===== config.mk =====
export PLATFORM = sky130hd
export DESIGN_NAME = escalonador_medidor
export DESIGN_NICKNAME = d
export VERILOG_FILES = /design/src/rtl/escalonador_medidor.sv
export SDC_FILE = /design/constraint.sdc
export NUM_CORES = 1
export LEC_CHECK = 0
export CAP_MARGIN = 20
export CORE_ASPECT_RATIO = 1.1
export CORE_MARGIN = 5
export CORE_UTILIZATION = 49
export CTS_BUF_LIST = sky130_fd_sc_hd__clkbuf_16
export CTS_CLUSTER_DIAMETER = 120
export DETAILED_ROUTE_END_ITERATION = 8
export GPL_ROUTABILITY_DRIVEN = 0
export PLACE_DENSITY = 0.83
export SYNTH_ARGS = -nofsm -noshare
export SYNTH_HDL_FRONTEND = slang
export SYNTH_SLANG_ARGS = --single-unit

===== constraint.sdc =====
create_clock -name clock -period 2.27 [get_ports clock]
set_clock_uncertainty 0.2 [all_clocks]
set_input_delay 0.3405 -clock clock [delete_from_list [all_inputs] [get_ports clock]]
set_output_delay 0.3405 -clock clock [all_outputs]
set_load 0.02 [all_outputs]

===== src/rtl/escalonador_medidor.sv =====
// Round-robin scheduler sharing one ultrasonic range-measurement datapath among N_REQ requesters.
// Starts a measurement, waits for the result or a timeout, acks the requester, then holds a guard interval.
module escalonador_medidor #(
  parameter int unsigned N_REQ       = 4,
  parameter int unsigned IDX_W       = 2,
  parameter int unsigned MED_W       = 12,
  parameter int unsigned TIMEOUT_CYC = 2_500_000,
  parameter int unsigned GUARD_CYC   = 500_000
) (
  input  logic             clock,
  input  logic             reset,
  input  logic [N_REQ-1:0] req,
  input  logic             pronto_medida,
  input  logic [MED_W-1:0] medida,
  output logic [IDX_W-1:0] sel,
  output logic             mensurar,
  output logic [N_REQ-1:0] ack,
  output logic [MED_W-1:0] dado,
  output logic [IDX_W-1:0] dado_id,
  output logic             dado_valido,
  output logic             erro_timeout,
  output logic             ocupado,
  output logic [3:0]       db_estado
);

  localparam int unsigned TMR_MAX = (TIMEOUT_CYC > GUARD_CYC) ? TIMEOUT_CYC : GUARD_CYC;
  localparam int unsigned TMR_W   = (TMR_MAX > 1) ? $clog2(TMR_MAX) : 1;
  localparam int unsigned SUM_W   = IDX_W + 1;
  localparam logic [TMR_W-1:0] TMO_LAST = TMR_W'(TIMEOUT_CYC - 1);
  localparam logic [TMR_W-1:0] GRD_LAST = TMR_W'(GUARD_CYC - 1);

  typedef enum logic [3:0] {
    OCIOSO    = 4'b0000,
    SELECIONA = 4'b0001,
    ENVIA     = 4'b0010,
    AGUARDA   = 4'b0011,
    REGISTRA  = 4'b0100,
    FALHA     = 4'b0101,
    GUARDA    = 4'b0110
  } estado_e;

  estado_e          state_q, state_d;
  logic [IDX_W-1:0] sel_q, sel_d;
  logic [IDX_W-1:0] ptr_q, ptr_d;
  logic [TMR_W-1:0] timer_q, timer_d;
  logic [MED_W-1:0] dado_q, dado_d;
  logic [IDX_W-1:0] dado_id_q, dado_id_d;

  logic             grant_vld;
  logic [IDX_W-1:0] grant_idx;
  logic [SUM_W-1:0] sum_c;

  // Round-robin pick: first active request after the last served index.
  always_comb begin
    grant_vld = 1'b0;
    grant_idx = '0;
    sum_c     = '0;
    for (int unsigned k = 1; k <= N_REQ; k++) begin
      sum_c = {1'b0, ptr_q} + SUM_W'(k);
      if (sum_c >= SUM_W'(N_REQ)) begin
        sum_c = sum_c - SUM_W'(N_REQ);
      end
      if (!grant_vld && req[sum_c[IDX_W-1:0]]) begin
        grant_vld = 1'b1;
        grant_idx = sum_c[IDX_W-1:0];
      end
    end
  end

  always_ff @(posedge clock) begin
    if (reset) begin
      state_q   <= OCIOSO;
      sel_q     <= '0;
      ptr_q     <= IDX_W'(N_REQ - 1);
      timer_q   <= '0;
      dado_q    <= '0;
      dado_id_q <= '0;
    end else begin
      state_q   <= state_d;
      sel_q     <= sel_d;
      ptr_q     <= ptr_d;
      timer_q   <= timer_d;
      dado_q    <= dado_d;
      dado_id_q <= dado_id_d;
    end
  end

  always_comb begin
    state_d   = state_q;
    sel_d     = sel_q;
    ptr_d     = ptr_q;
    timer_d   = timer_q;
    dado_d    = dado_q;
    dado_id_d = dado_id_q;
    case (state_q)
      OCIOSO: begin
        if (|req) state_d = SELECIONA;
      end
      SELECIONA: begin
        timer_d = '0;
        if (grant_vld) begin
          sel_d   = grant_idx;
          state_d = ENVIA;
        end else begin
          // Request withdrawn before the grant: nothing to serve.
          state_d = OCIOSO;
        end
      end
      ENVIA: begin
        state_d = AGUARDA;
      end
      AGUARDA: begin
        // A result on the final timeout cycle still counts as valid.
        if (pronto_medida) begin
          dado_d    = medida;
          dado_id_d = sel_q;
          timer_d   = '0;
          state_d   = REGISTRA;
        end else if (timer_q == TMO_LAST) begin
          timer_d = '0;
          state_d = FALHA;
        end else begin
          timer_d = timer_q + TMR_W'(1);
        end
      end
      REGISTRA, FALHA: begin
        ptr_d   = sel_q;
        timer_d = '0;
        state_d = GUARDA;
      end
      GUARDA: begin
        if (timer_q == GRD_LAST) begin
          timer_d = '0;
          state_d = OCIOSO;
        end else begin
          timer_d = timer_q + TMR_W'(1);
        end
      end
      default: begin
        state_d = OCIOSO;
      end
    endcase
  end

  // Pulses and status decoded directly from the state register.
  always_comb begin
    mensurar     = (state_q == ENVIA);
    dado_valido  = (state_q == REGISTRA);
    erro_timeout = (state_q == FALHA);
    ocupado      = (state_q != OCIOSO);
    ack          = '0;
    if ((state_q == REGISTRA) || (state_q == FALHA)) begin
      ack = N_REQ'(1) << sel_q;
    end
    case (state_q)
      OCIOSO, SELECIONA, ENVIA, AGUARDA,
      REGISTRA, FALHA, GUARDA: db_estado = state_q;
      default:                 db_estado = 4'b1111;
    endcase
  end

  assign sel     = sel_q;
  assign dado    = dado_q;
  assign dado_id = dado_id_q;

endmodule


---- Yosys cells after proc, flatten, opt, wreduce, memory -nomap -nowiden ----
Cells that the tools add are included.
storage, ports and cells
  register bits ........................... 44
  bits of input ports ..................... 19
  output and inout port bits .............. 28
cells by class
  add/sub/neg operators ................... 9
  multiplexer cells ....................... 32
  $lt $le $gt $ge ......................... 8
  equality and inequality tests ........... 11
  shift-type cells ........................ 1
  reduce and logical (&&, ||, !) cells .... 17
operators with widths
  kind                     count
  $mux W22                 3
  $pmux W22 S3             1
  $mux W4                  6
  $pmux W4 S6              1
  $add A22 B1 Y22 const B  1
  $eq A22 B19 Y1 const B   1
  $eq A22 B22 Y1 const B   1
  $mux W2                  9
  $eq A4 B3 Y1 const B     3
  $ge A3 B3 Y1 const B     4
  $lt A2 B3 Y1 const B     4
  $bmux W1 S2              4
  $eq A4 B2 Y1 const B     2
  $mux W1                  8
  $sub A2 B1 Y2 const B    4
  $reduce_or A7 Y1         1
  $add A2 B2 Y3 const B    2
  $eq A4 B1 Y1 const B     1
  $logic_not A4 Y1         1
  $ne A2 B2 Y1 const B     2
  $reduce_and A2 Y1        2
  $reduce_bool A4 Y1       1
  $reduce_or A4 Y1         1
  $shl A1 B2 Y4 const A    1
  other kinds (10)         14

---- Longest topological paths before layout ----
  depth in word-level cells ............... 17
  mapped depth ............................ 7

---- Worst setup path before layout ----
No wires, ideal clock.
  path type ............................... reg-to-reg
  from .................................... register timer_q[20]
  to ...................................... register timer_q[2]
  path slack .............................. 0.264 ns
  data arrival time ....................... 1.691 ns
  setup time .............................. 0.115 ns
  period minus slack after synthesis ...... 2.006 ns
  stages on the path, launching flop included .. 7
  buffers on the path ..................... 1
  cells stage by stage .................... dfxtp_1 > or4_4 > nor4_4 > nand3_2 > a21oi_2 > buf_6 > nor2_1
on the way
  word-level cells in the longest chain between the ends .. 4
  elaborated cells between the ends (all ways) .. 6
  those cells by class .................... eq/ne: 2; mux: 4
ends and longest elaborated chain
  item                      RTL line  text
  start: declaration        45        logic [TMR_W-1:0] timer_q, timer_d;
  start signal: assignment  82        timer_q <= timer_d;
  $eq A22 B22 Y1            119       end else if (timer_q == TMO_LAST) begin
  $mux W22                  119
  $mux W22                  114       if (pronto_medida) begin
  $pmux W22 S3 (*)          95        case (state_q)
Mark *: on every way between the ends. The rest lies on a longest branch, timed or not.
A chain may end at the register's enable or synchronous reset.

---- Final worst setup path ----
  from .................................... register state_q[2]
  to ...................................... output port erro_timeout
on the way
  word-level cells in the longest chain between the ends .. 1
ends and longest elaborated chain
  item                      RTL line  text
  start: declaration        42        estado_e state_q, state_d;
  start signal: assignment  79        state_q <= state_d;
  $eq A4 B3 Y1              149       erro_timeout = (state_q == FALHA);
  end: declaration          21        output logic erro_timeout,
No other way between the ends.

==> flow_summary_export.csv <==
group,metric,value,unit
layout,nNetsFinal,324,
cts,clkLatencyLatePin,0.28,ns
synthesis,synth_edf_count,0,
critical_path,worstPathArrival,1.66,ns
global_routing,antenna_found_initial,0,
route,first_pass_iters,4,
floorplanning,rows,24,
synthesis,syn_inst,254,
floorplanning,start_util,51.2,%
hold_path,hold_end,"dado[11]",
global_routing,grt.total_usage,17.5,%
synthesis,syn_nets,274,
cts,cts_resized,7,
timing,layout_setup_ws,0.0717,ns
route,viasPerCell,5.44,
cts,cts_buffers,5,
power_and_ir_drop,ir_drop,556,uV
flow_run,cap_violations,0,
layout,final_area,2750,um2
placement,place_hpwl,3.40,mm
critical_path,worstPathRequired,1.73,ns
placement,dp.cells,349,
synthesis,yosys_most_used_dff,"dfxtp_1",
cts,cts_tree,"yes",
critical_path,timing.rr.end,"timer_q[13]",
timing,relSlewSlack,61.8,%
power_and_ir_drop,power.density,619,nW/um2
synthesis,avgSynthCellArea,8.05,um2
critical_path,start_kind,"flip-flop",
power_and_ir_drop,leakage,1.04,nW
timing,hold_slack,0.253,ns
critical_path,r2r_slack,0.14,ns
cts,cts_max_level,2,
floorplanning,die_h,77.7,um
route,drt_iter0_drc,120,
timing,fin_crit,2.20,ns
cts,root_buffer,"clkbuf_16",
timing,finalCritPeriodShare,96.8,%
synthesis,synth-seq-cells,43,
placement,place_ws,0.0795,ns
cts,clkSlewWorstSetupHoldPaths,0.06,ns
layout,final_util,68.7,%
hold_path,hp-start,"dado[11]",
route,totalWireLength,4.72,mm
timing,worst_pin_slew,0.568,ns
critical_path,endpoint_kind,"output pin",
layout,mostFrequentLayoutCells,"44 x nand2_1, 40 x dfxtp_1, 39 x clkdlybuf4s50_1",
placement,dpl_cell_area,2600,um2
floorplanning,io_pins,47,
route,wl_per_cell,13.2,um
critical_path,rr_startpoint,"timer_q[5]",
global_routing,grt_pass1_wl,7.92,mm
timing,rsz0062_at_grt,"false",
layout,layout-drive-gt1-share,10.2,%
global_routing,grt_pass1_vias,1749,
status,status,"finished, final reports clean",
timing,setup_violations,0,
timing,fin_tns_setup,0,ns
timing,hold_viol,0,
route,final_antenna_net_count,0,
route,post-route-drc-count,0,
synthesis,syn_area,2040,um2
critical_path,r2r_cells,6,
global_routing,grt_overflow,0,
cts,clockBufferDepth,2,
floorplanning,dieArea,5570,um2
layout,area_growth,34.3,%
timing,max_freq,455,MHz
floorplanning,die_w,71.6,um
cts,cts_sinks,43,
synthesis,ys_types,41,
hold_path,hold_depth,2,
timing,slew_viol_final,0,
hold_path,hp-class,"flip-flop to flip-flop",
global_routing,grt_max_degree,23,
synthesis,synth-seq-area-share,42.1,%
critical_path,path_class,"flip-flop to output pin",
route,vias,1935,
synthesis,ys_warn_count,0,
floorplanning,core-area,3990,um2
cts,hold_buffers,0,
layout,final_cell_count_no_fill,356,
placement,io_buffer_count,46,
synthesis,async_flop_share,0,%
layout,diodes,0,
critical_path,cp_max_fo,9,
cts,post_cts_buffers,0,
power_and_ir_drop,fin_total_pwr,1.70,mW
layout,layout_commonest_cell,"nand2_1",
synthesized netlist by cell type (2+ instances only):
cell / instances / area share, %
o21ai_0: 5 / 1.2
dfxtp_1: 43 / 42
nor2_1: 30 / 5.5
a211oi_1: 2 / 0.73
buf_6: 2 / 1.1
a21oi_1: 23 / 5.6
nor3_1: 6 / 1.5
nand3_1: 11 / 2.7
nor2b_1: 5 / 1.5
and3_1: 6 / 1.8
inv_1: 3 / 0.55
xor2_1: 13 / 5.6
a31oi_1: 2 / 0.61
and2_1: 3 / 0.92
nor4_2: 2 / 1.2
nand4_1: 6 / 1.8
clkbuf_1: 12 / 2.2
nand2_1: 44 / 8.1
xnor2_1: 8 / 3.4
nand3b_1: 4 / 1.5
nor4_1: 4 / 1.2
area by class of cell:
type | count | area (um2)
multi-input combinational | 194 | 1110
timing repair buffer | 57 | 558
inverter | 3 | 11.3
clock inverter | 2 | 8.76
clock buffer | 5 | 125
tap | 52 | 65.1
sequential | 43 | 865
fill | 324 | 1250
cell families (layout without fill, tap and decap cells):
kind of cell	count (synthesis)	in the layout	synth area share, %
flops	43	43	42.1
buf+inv	17	67	3.86
mux	1	1	0.490
fa+ha+maj	1	1	0.612
compound gates	36	36	9.67
simple gates	135	135	34.3
xor+xnor	21	21	9.00
state kept, by name (all words and copies together) (netlist names):
register	flops
state_q	3
dado	12
dado_id	2
sel	2
ptr_q	2
timer_q	22
how the worst max path moves through the flow:
stage / cells past startpoint / slack (ns) / to / from
3_5_place_dp: 6 / 0.08 / state_q[1] / req[1]
2_1_floorplan: 6 / 0.26 / timer_q[2] / timer_q[20]
6_report: 3 / 0.07 / erro_timeout / state_q[2]
3_3_place_gp: 6 / 0.09 / state_q[1] / req[1]
4_1_cts: 3 / 0.02 / ack[3] / state_q[2]
5_1_grt: 3 / 0.02 / erro_timeout / state_q[2]
routing by layer:
metal / part of all wire [%] / wire (um) / global-route usage [%] / vias to the layer above
li1: - / - / - / 965
met1: 46 / 2150 / 22.3 / 886
met2: 46 / 2170 / 28.7 / 76
met5: 0 / 0 / 0 / -
met4: 1.0 / 48 / 6.02 / 0
met3: 7.4 / 348 / 4.52 / 8
where the power goes:
| part | internal (mW) | switching [mW] | total [mW] |
|---|---|---|---|
| clock network | 0.395 | 0.270 | 0.665 |
| registers | 0.776 | 0.0295 | 0.806 |
| logic | 0.115 | 0.114 | 0.229 |
critical path, cell delays in order (launching register included):
cell and delay (ns):
dfxtp_2 0.41, nor2b_4 0.21, and2_1 0.16, clkdlybuf4s50_1 0.60
Note: power is estimated with default switching activity, not from simulation.
